==> config.mk <==
export PLATFORM = sky130hd
export DESIGN_NAME = instr_fetch_unit_flat
export DESIGN_NICKNAME = d
export VERILOG_FILES = /design/src/rtl/fetch_pkg.sv /design/src/rtl/fetch_if.sv /design/src/rtl/fetch_fifo.sv /design/src/rtl/instr_fetch_unit.sv /design/src/flat_wrapper.sv
export SDC_FILE = /design/constraint.sdc
export NUM_CORES = 1
export LEC_CHECK = 0
export ABC_AREA = 1
export ABC_CLOCK_PERIOD_IN_PS = 4700
export BUFFER_PORTS_ARGS = -buffer_cell sky130_fd_sc_hd__buf_2
export CELL_PAD_IN_SITES_DETAIL_PLACEMENT = 0
export CELL_PAD_IN_SITES_GLOBAL_PLACEMENT = 1
export CORE_UTILIZATION = 42
export DETAILED_ROUTE_END_ITERATION = 8
export PLACE_DENSITY = 0.82
export SLEW_MARGIN = 20
export SYNTH_ARGS = -nofsm -noshare
export SYNTH_HDL_FRONTEND = slang
export SYNTH_SLANG_ARGS = --single-unit
==> constraint.sdc <==
create_clock -name clk -period 4.7 [get_ports clk]
set_input_delay 0.47 -clock clk [delete_from_list [all_inputs] [get_ports clk]]
set_output_delay 0.47 -clock clk [all_outputs]
set_load 0.01 [all_outputs]
==> src/rtl/fetch_pkg.sv <==
// Shared types and constants for the instruction fetch unit.
package fetch_pkg;

    typedef enum logic [1:0] {
        RUN   = 2'd0,
        WAIT  = 2'd1,
        DRAIN = 2'd2,
        HALT  = 2'd3
    } fetch_state_t;

    localparam logic [31:0] INSN_NOP = 32'h0000_0013;

    typedef struct packed {
        logic [31:0] insn;
        logic [31:0] pc;
    } fetch_entry_t;

    function automatic logic [31:0] align_word(input logic [31:0] addr);
        return {addr[31:2], 2'b00};
    endfunction

endpackage

==> src/rtl/fetch_if.sv <==
// Fetch unit bus: imem request/response, execute redirect, decode handshake, fault.
// Handshakes: a beat transfers on the rising edge where valid (req) and ready (gnt) are both high;
// a producer holds its payload stable while valid is high and ready is low.
interface fetch_if;
    logic        imem_req_o;
    logic [31:0] imem_addr_o;
    logic        imem_gnt_i;
    logic        imem_rvalid_i;
    logic [31:0] imem_rdata_i;
    logic        redirect_i;
    logic [31:0] redirect_pc_i;
    logic        ins_valid_o;
    logic        ins_ready_i;
    logic [31:0] ins_o;
    logic [31:0] ins_pc_o;
    logic        fault_o;

    modport master (
        output imem_req_o, imem_addr_o, ins_valid_o, ins_o, ins_pc_o, fault_o,
        input  imem_gnt_i, imem_rvalid_i, imem_rdata_i, redirect_i, redirect_pc_i, ins_ready_i
    );

    modport slave (
        input  imem_req_o, imem_addr_o, ins_valid_o, ins_o, ins_pc_o, fault_o,
        output imem_gnt_i, imem_rvalid_i, imem_rdata_i, redirect_i, redirect_pc_i, ins_ready_i
    );
endinterface

==> src/rtl/fetch_fifo.sv <==
// Registered fetch queue of {insn, pc} entries; flush empties it on the same edge.
module fetch_fifo
    import fetch_pkg::*;
#(
    parameter int DEPTH = 2
) (
    input  logic                         clk,
    input  logic                         rst_n,
    input  logic                         i_push,
    input  fetch_entry_t                 i_push_data,
    input  logic                         i_pop,
    input  logic                         i_flush,
    output fetch_entry_t                 o_head,
    output logic [$clog2(DEPTH+1)-1:0]   o_count
);
    localparam int CW = $clog2(DEPTH + 1);
    localparam int PW = (DEPTH > 1) ? $clog2(DEPTH) : 1;
    localparam logic [PW-1:0] LAST = PW'(DEPTH - 1);

    fetch_entry_t  r_mem [DEPTH];
    logic [PW-1:0] r_rd_ptr;
    logic [PW-1:0] r_wr_ptr;
    logic [CW-1:0] r_count;
    logic          w_do_push;
    logic          w_do_pop;

    function automatic logic [PW-1:0] next_ptr(input logic [PW-1:0] p);
        return (p == LAST) ? '0 : p + 1'b1;
    endfunction

    // A pop frees the head slot this edge, so a full queue may still accept a push.
    assign w_do_pop  = i_pop && (r_count != '0);
    assign w_do_push = i_push && ((r_count != CW'(DEPTH)) || w_do_pop);

    always_ff @(posedge clk) begin
        if (!rst_n || i_flush) begin
            r_rd_ptr <= '0;
            r_wr_ptr <= '0;
            r_count  <= '0;
        end else begin
            if (w_do_push) r_wr_ptr <= next_ptr(r_wr_ptr);
            if (w_do_pop)  r_rd_ptr <= next_ptr(r_rd_ptr);
            case ({w_do_push, w_do_pop})
                2'b10:   r_count <= r_count + 1'b1;
                2'b01:   r_count <= r_count - 1'b1;
                default: r_count <= r_count;
            endcase
        end
    end

    always_ff @(posedge clk) begin
        if (w_do_push) r_mem[r_wr_ptr] <= i_push_data;
    end

    assign o_head  = r_mem[r_rd_ptr];
    assign o_count = r_count;
endmodule

==> src/rtl/instr_fetch_unit.sv <==
// Instruction fetch unit: PC, one-outstanding imem fetch FSM, fetch queue and redirect handling.
// Optional MISALIGN_CHECK_EN: a misaligned redirect target raises a sticky fault and halts fetch.
module instr_fetch_unit
    import fetch_pkg::*;
#(
    parameter logic [31:0] RESET_PC = 32'h0000_0000,
    parameter int          FQ_DEPTH = 2
) (
    input  logic        clk,
    input  logic        rst_n,
    fetch_if.master     bus,
    output logic [1:0]  o_dbg_state
);
    localparam int CW = $clog2(FQ_DEPTH + 1);
    localparam logic [1:0] ST_RUN   = RUN;
    localparam logic [1:0] ST_WAIT  = WAIT;
    localparam logic [1:0] ST_DRAIN = DRAIN;
    localparam logic [1:0] ST_HALT  = HALT;

    logic [1:0]    r_state;
    logic [1:0]    w_state_nxt;
    logic [31:0]   r_pc;
    logic [31:0]   r_req_pc;
    logic          w_misalign;
    logic          w_redirect;
    logic          w_halt_now;
    logic          w_req;
    logic          w_gnt;
    logic          w_push;
    logic          w_pop;
    logic          w_valid;
    logic [CW-1:0] w_count;
    fetch_entry_t  w_head;
    fetch_entry_t  w_push_data;

`ifdef MISALIGN_CHECK_EN
    logic r_fault;
    assign w_misalign = bus.redirect_pc_i[1:0] != 2'b00;
`else
    assign w_misalign = 1'b0;
`endif

    assign w_redirect  = bus.redirect_i && (r_state != ST_HALT);
    assign w_halt_now  = w_redirect && w_misalign;
    assign w_req       = rst_n && (r_state == ST_RUN) && (w_count < CW'(FQ_DEPTH)) && !bus.redirect_i;
    assign w_gnt       = w_req && bus.imem_gnt_i;
    // A redirect on the same edge beats both the push of a returning word and a decode pop.
    assign w_push      = (r_state == ST_WAIT) && bus.imem_rvalid_i && !w_redirect;
    assign w_valid     = rst_n && (w_count != '0);
    assign w_pop       = w_valid && bus.ins_ready_i && !w_redirect;
    assign w_push_data = '{insn: bus.imem_rdata_i, pc: r_req_pc};

    fetch_fifo #(.DEPTH(FQ_DEPTH)) u_fifo (
        .clk         (clk),
        .rst_n       (rst_n),
        .i_push      (w_push),
        .i_push_data (w_push_data),
        .i_pop       (w_pop),
        .i_flush     (w_redirect),
        .o_head      (w_head),
        .o_count     (w_count)
    );

    always_comb begin
        w_state_nxt = r_state;
        case (r_state)
            ST_RUN:   if (w_gnt) w_state_nxt = ST_WAIT;
            ST_WAIT: begin
                if (bus.imem_rvalid_i)  w_state_nxt = ST_RUN;
                else if (w_redirect)    w_state_nxt = ST_DRAIN;
            end
            ST_DRAIN: if (bus.imem_rvalid_i) w_state_nxt = ST_RUN;
            default:  w_state_nxt = r_state;
        endcase
        if (w_halt_now) w_state_nxt = ST_HALT;
    end

    always_ff @(posedge clk) begin
        if (!rst_n) begin
            r_state  <= ST_RUN;
            r_pc     <= RESET_PC;
            r_req_pc <= '0;
        end else begin
            r_state <= w_state_nxt;
            if (w_redirect)  r_pc <= align_word(bus.redirect_pc_i);
            else if (w_gnt)  r_pc <= r_pc + 32'd4;
            if (w_gnt)       r_req_pc <= r_pc;
        end
    end

`ifdef MISALIGN_CHECK_EN
    always_ff @(posedge clk) begin
        if (!rst_n)          r_fault <= 1'b0;
        else if (w_halt_now) r_fault <= 1'b1;
    end
    assign bus.fault_o = r_fault;
`else
    assign bus.fault_o = 1'b0;
`endif

    assign bus.imem_req_o  = w_req;
    assign bus.imem_addr_o = r_pc;
    assign bus.ins_valid_o = w_valid;
    assign bus.ins_o       = w_valid ? w_head.insn : INSN_NOP;
    assign bus.ins_pc_o    = w_valid ? w_head.pc : 32'h0;
    assign o_dbg_state     = r_state;
endmodule

==> src/flat_wrapper.sv <==
// flat-port wrapper written by rule: the top's interface ports become plain ports
module instr_fetch_unit_flat import fetch_pkg::*;
#(
    parameter logic [31:0] RESET_PC = 32'h0000_0000,
    parameter int          FQ_DEPTH = 2
)
  (clk, rst_n, o_dbg_state, bus_imem_req_o, bus_imem_addr_o, bus_ins_valid_o, bus_ins_o, bus_ins_pc_o, bus_fault_o, bus_imem_gnt_i, bus_imem_rvalid_i, bus_imem_rdata_i, bus_redirect_i, bus_redirect_pc_i, bus_ins_ready_i);
  fetch_if bus_i ();
  input  logic clk;
  input  logic rst_n;
  output logic [1:0] o_dbg_state;
  output wire logic [$bits(bus_i.imem_req_o)-1:0] bus_imem_req_o;
  output wire logic [$bits(bus_i.imem_addr_o)-1:0] bus_imem_addr_o;
  output wire logic [$bits(bus_i.ins_valid_o)-1:0] bus_ins_valid_o;
  output wire logic [$bits(bus_i.ins_o)-1:0] bus_ins_o;
  output wire logic [$bits(bus_i.ins_pc_o)-1:0] bus_ins_pc_o;
  output wire logic [$bits(bus_i.fault_o)-1:0] bus_fault_o;
  input wire logic [$bits(bus_i.imem_gnt_i)-1:0] bus_imem_gnt_i;
  input wire logic [$bits(bus_i.imem_rvalid_i)-1:0] bus_imem_rvalid_i;
  input wire logic [$bits(bus_i.imem_rdata_i)-1:0] bus_imem_rdata_i;
  input wire logic [$bits(bus_i.redirect_i)-1:0] bus_redirect_i;
  input wire logic [$bits(bus_i.redirect_pc_i)-1:0] bus_redirect_pc_i;
  input wire logic [$bits(bus_i.ins_ready_i)-1:0] bus_ins_ready_i;
  assign bus_imem_req_o = bus_i.imem_req_o;
  assign bus_imem_addr_o = bus_i.imem_addr_o;
  assign bus_ins_valid_o = bus_i.ins_valid_o;
  assign bus_ins_o = bus_i.ins_o;
  assign bus_ins_pc_o = bus_i.ins_pc_o;
  assign bus_fault_o = bus_i.fault_o;
  assign bus_i.imem_gnt_i = bus_imem_gnt_i;
  assign bus_i.imem_rvalid_i = bus_imem_rvalid_i;
  assign bus_i.imem_rdata_i = bus_imem_rdata_i;
  assign bus_i.redirect_i = bus_redirect_i;
  assign bus_i.redirect_pc_i = bus_redirect_pc_i;
  assign bus_i.ins_ready_i = bus_ins_ready_i;
  instr_fetch_unit #(.RESET_PC(RESET_PC), .FQ_DEPTH(FQ_DEPTH)) u_core (.clk(clk), .rst_n(rst_n), .bus(bus_i), .o_dbg_state(o_dbg_state));
endmodule
### Word-level counts from Yosys, hierarchy flattened

Memory sizes are Yosys's and may differ from the RTL's. A register that Yosys moved wholly into a read port is not among the register bits.
Index checks and enable logic that the tools add are counted.

* flip-flop bits (word level): 70
* memory bits (writable): 128
* logic and storage cells: 64
* memories kept: 1

Memories
* u_core.u_fifo.r_mem: words 2, bits a word 64, read ports 1, clocked after memory_dff 1, write ports 1, line fetch_fifo.sv:20 `fetch_entry_t r_mem [DEPTH];`

* $add $sub $neg: 5
* order comparisons: 1
* equality and inequality tests: 9
* multiplexer cells: 16
* bitwise operators: 1
* reductions and logical operators: 24

Operator list (number)
* two-way mux 32 bit: 4
* adder 32 x 3 -> 32 bit, second input constant: 1
* logical AND 1 bit: 12
* two-way mux 2 bit: 4
* two-way mux 1 bit: 6
* != test 2 bit, second input constant: 3
* one-hot mux 2 bit (3 select lines): 1
* nonzero test 2 bit: 3
* == test 2 x 1 -> 1 bit, second input constant: 2
* == test 2 bit, second input constant: 2
* one-hot mux 2 bit (2 select lines): 1
* AND reduction 4 bit: 1
* logical NOT 1 bit: 3
* != test 3 bit, second input constant: 1
* nonzero test 3 bit: 1
* adder 1 bit, second input constant: 2
* adder 2 x 1 -> 2 bit, second input constant: 1
* logical NOT 2 bit: 1
* logical OR 1 bit: 2
* < comparator 2 bit, second input constant: 1
* != test 2 x 1 -> 1 bit, second input constant: 1
* OR reduction 2 bit: 1
* subtractor 2 x 1 -> 2 bit, second input constant: 1
* inverter 1 bit: 1

### Logic depth before layout (Yosys ltp)

* word-level depth: 9
* depth in mapped cells: 13
* depth with buffers taken out: 12

### Hierarchy

Synthesis repeated with hierarchy kept, for this count alone.

* cells, all modules: 885
* area total of the unflattened synthesis: 8893.5 µm²

By module, submodules not included
* fetch_fifo: times used 1, cells each 239, area each 4912.2 µm², seq. area each 3943.8 µm²
* instr_fetch_unit: times used 1, cells each 646, area each 3981.3 µm², seq. area each 1241.2 µm²

### Least setup slack after synthesis

No wires, ideal clock.

* kind: register -> register
* from: reg u_core.r_state[1], in the netlist u_core.o_dbg_state[1]
* to: mem u_core.u_fifo.r_mem[1][10] in the netlist's numbering, enable pin
* data arrival time: 3.700 ns
* data required time: 4.218 ns
* slack: 0.518 ns
* stages on the path, launching flop included: 7
* period minus slack after synthesis: 4.182 ns
* cell sequence: dfxtp_1 > inv_1 > ha_1 > inv_1 > nor3_1 > nand2_1 > nor2_1

* word-level cells in the longest chain between the ends: 9
* elaborated cells on any way between the ends: 12

RTL lines
* start, declared: line instr_fetch_unit.sv:20 `logic [1:0] r_state;`
* start signal, assigned: line instr_fetch_unit.sv:84 `r_state <= w_state_nxt;`
* != test 2 bit: line instr_fetch_unit.sv:43 `assign w_redirect = bus.redirect_i && (r_state != ST_HALT);`
* logical AND 1 bit: line instr_fetch_unit.sv:43
* logical NOT 1 bit: line instr_fetch_unit.sv:48, instr_fetch_unit.sv:50
* logical AND 1 bit: line instr_fetch_unit.sv:50 `assign w_pop = w_valid && bus.ins_ready_i && !w_redirect;`
* logical AND 1 bit: line fetch_fifo.sv:32 `assign w_do_pop = i_pop && (r_count != '0);`
* logical OR 1 bit: line fetch_fifo.sv:33 `assign w_do_push = i_push && ((r_count != CW'(DEPTH)) || w_do_pop);`
* logical AND 1 bit *: line fetch_fifo.sv:33
* two-way mux 1 bit *: line fetch_fifo.sv:52 `if (w_do_push) r_mem[r_wr_ptr] <= i_push_data;`
* two-way mux 1 bit (implied by the code) *: line fetch_fifo.sv:52
* end, declared: line fetch_fifo.sv:20

Mark *: on every way between the ends. The rest lies on a longest branch, timed or not.

==> run_results.csv <==
group,metric,value,unit
setup_path,cp_max_fo,42,
clocking,cts.sinks,191,
run,maxCapViolations,0,
sta,worstMarginPinSlew,0.8588,ns
sta,drv_slew,0,
logic_synthesis,synthAdderAreaFrac,0.7395,%
sta,fin_crit_sh,61.07,%
power,power_switching,0.8144,mW
routing,drt_wl_total,19100,um
power,p_per_area,359.7,mW/mm^2
routing,viasPerCell,4.832,
routing,drc_errors,0,
clocking,cts_root_buf,"clkbuf_16",
clocking,clock_latency,0.43,ns
clocking,cts_resized,0,
final_layout,syn_to_final_growth,19.64,%
setup_path,path_cells,"buf_4 -> mux2_2 -> nand2_1 -> inv_1 -> buf_2",
sta,relSlewSlack,42.75,%
setup_path,cp_slowest_cell,"dfxtp_2",
logic_synthesis,ys_seq_elements,191,
clocking,clk_pin_slew,0.07,ns
power,leakagePower,4.424,nW
clocking,cts_tree,"done",
final_layout,final_cell_mix,"210 x nand2_1, 163 x buf_2, 124 x edfxtp_1",
setup_path,max_stage_delay,0.69,ns
setup_path,reg2reg_depth,7,
final_layout,instances_no_fill,1296,
final_layout,fin_nets,1093,
die,die_w,143.9,um
power,seq_power_share,51.5,%
routing,dr.first_iter.drc_count,381,
setup_path,required,4.23,ns
global_route,grt_max_degree,64,
setup_path,crit_arrival,2.40,ns
power,clockPowerShare,42.1,%
hold_path,min_path_cells,1,
clocking,postCtsSetupRepairBufs,0,
place,dp_hpwl,12490,um
final_layout,drive_gt1_share,27.06,%
global_route,grt_pass1_wl,29380,um
routing,dr.pass1.iters,5,
sta,fmax,348.4,MHz
global_route,first_global_vias,5628,
routing,avgRoutedWirePerCell,14.74,um
logic_synthesis,ys_types,37,
logic_synthesis,seq_area_frac_synth,59.87,%
global_route,overflow,0,
sta,min_period,2.870,ns
clocking,cts_hold_buf,0,
logic_synthesis,synthXorXnorAreaFrac,0.6212,%
setup_path,critPathCaptureType,"primary output",
die,die_area,0.02071,sq mm
power,swShare,22.37,%
clocking,clockBufferDepth,2,
logic_synthesis,synth_top_family_by_area,"simple AND/OR/NAND/NOR gates",
die,die_h,143.9,um
logic_synthesis,synth-compound-area-share,6.404,%
clocking,htreeDepth,4,
power,vdd_drop_max,0.0002343,V
routing,num_vias,6262,
sta,skew,0.01046,ns
sta,setup_violations,0,
routing,drtAntennaViolNets,0,
die,rows,51,
final_layout,final_common_cell,"nand2_1",
place,dp.cells,1264,
die,initial_core_util,43.18,%
logic_synthesis,synthSimpleGateAreaFrac,17.07,%
sta,finalHoldViolations,0,
final_layout,antenna_cells,0,
setup_path,start_kind,"flip-flop",
sta,grt_setup_unrepaired,"no",
power,combinationalPowerShare,6.4,%
die,io_pins,171,
logic_synthesis,synth_flop_cell,"edfxtp_1",
logic_synthesis,netlist_area,0.008459,sq mm
sta,setup-tns-final,0,ns
power,p_int,2.826,mW
logic_synthesis,synth_edf_count,124,
place,io_buffers,163,
clocking,numCtsBuffers,17,
die,core,0.01959,sq mm
hold_path,hold_class,"input pin to flip-flop",
logic_synthesis,syn_area_per_cell,9.780,sq um
global_route,grt_usage,18.89,%
place,gp_congestion,0.8382,
logic_synthesis,synthMuxAreaShare,7.854,%
logic_synthesis,synth_cells,865,
setup_path,critPathKind,"flip-flop to primary output",
logic_synthesis,yosysWarningCount,0,
logic_synthesis,ys_async_sr_fraction,0,%
outcome,status,"finished clean",
global_route,antenna_found_initial,0,
==> cell usage after synthesis, types with 2 or more instances <==
library cell    n  share of area, %
a31oi_1         5              0.37
inv_2           3              0.13
nor2_2          6              0.44
ha_1            5              0.74
nand2_2         2              0.15
nor2_1         80               3.5
edfxtp_1      124                44
nand3_2         2              0.24
nand2_1       210               9.3
buf_6           3              0.40
buf_4           6              0.53
nor2_4          2              0.27
and2_1          2              0.15
nand3_1        35               2.1
dfxtp_1        67                16
a21oi_1        50               3.0
inv_1         104               4.6
nand4_1         4              0.30
xnor2_1         5              0.52
nor3_1          7              0.41
o21ai_0        36               2.1
o21ai_1         2              0.12
buf_2          13              0.77
o211ai_1        3              0.27
o221ai_1        2              0.21
clkbuf_1       18              0.80
mux2_2         59               7.9
==> path summary, 6_finish.rpt <==
| kind | from | to | slack, ns |
|---|---|---|---|
| setup / recovery | flip-flop | bus_ins_pc_o[19] | 1.83 |
| hold / removal | bus_imem_rdata_i[10] | u_core.u_fifo.r_mem[1][42] | 0.23 |
| setup reg to reg | u_core.o_dbg_state[1] | u_core.u_fifo.r_mem[1][37] | 2.04 |
| hold reg to reg | u_core.r_req_pc[22] | u_core.u_fifo.r_mem[0][22] | 0.45 |
==> per-layer routing <==
metal,vias to the layer above,track usage [%],wire length [um]
li1,3146,-,-
met1,2914,25.91,9114
met2,192,30.13,8837
met3,10,4.065,995
met4,0,4.927,155
met5,-,0,0
==> logic make-up after synthesis <==
family / count (synthesis)
and+or+nand+nor: 352
muxes: 59
AOI/OAI and AO/OA: 102
buffers and inverters: 149
xor gates and xnor gates: 6
other: 1
adders and majority gates: 5
DFF: 191
==> power by group through the flow <==
stage                     Sequential [mW]  Clock, mW  Combinational [mW]
final                                1.88       1.53               0.233
after global placement               1.91          0               0.229
after global routing                 1.88       1.62               0.262
after CTS                            1.87       1.56               0.235
after floorplan                      1.91          0               0.138
after detailed placement             1.91          0               0.234
==> metrics by stage <==
step | area (sq um) | power [mW] | utilization, % | hold WS, ns | setup slack (ns)
after floorplan | 8474 | 2.047 | - | 0.4203 | 0.5178
after global placement | 9488 | 2.140 | 48.43 | 0.4266 | 2.006
after detailed placement | 9488 | 2.146 | 48.43 | 0.4351 | 1.948
after CTS | 10120 | 3.672 | 51.66 | 0.2099 | 1.746
after global routing | 10120 | 3.766 | 51.66 | 0.2068 | 1.630
final | 10120 | 3.640 | 51.66 | 0.2314 | 1.830
==> flip-flops by register name (all words and copies together), names as in the netlist, named ones only <==
name,cells
u_core.bus.imem_addr_o,30
u_core.o_dbg_state,2
u_core.r_req_pc,30
u_core.u_fifo.o_count,2
u_core.u_fifo.r_mem,124
u_core.u_fifo.r_rd_ptr,1
u_core.u_fifo.r_wr_ptr,1
==> final cells by class <==
type	count	area (sq um)
clock buffer	21	483.0
clock inverter	11	150.1
fill	1890	9469
inverter	108	410.4
multi-input combinational	529	2791
sequential	191	5066
tap	265	331.6
timing repair buffer	171	888.4
==> critical path, delay by kind of cell (launching register included) <==
kind | cells | cell delay [ns]
buffers and inverters | 3 | 0.77
DFF | 1 | 0.69
muxes | 1 | 0.42
and+or+nand+nor | 1 | 0.06
No activity file was read; power rests on OpenSTA's default activity.
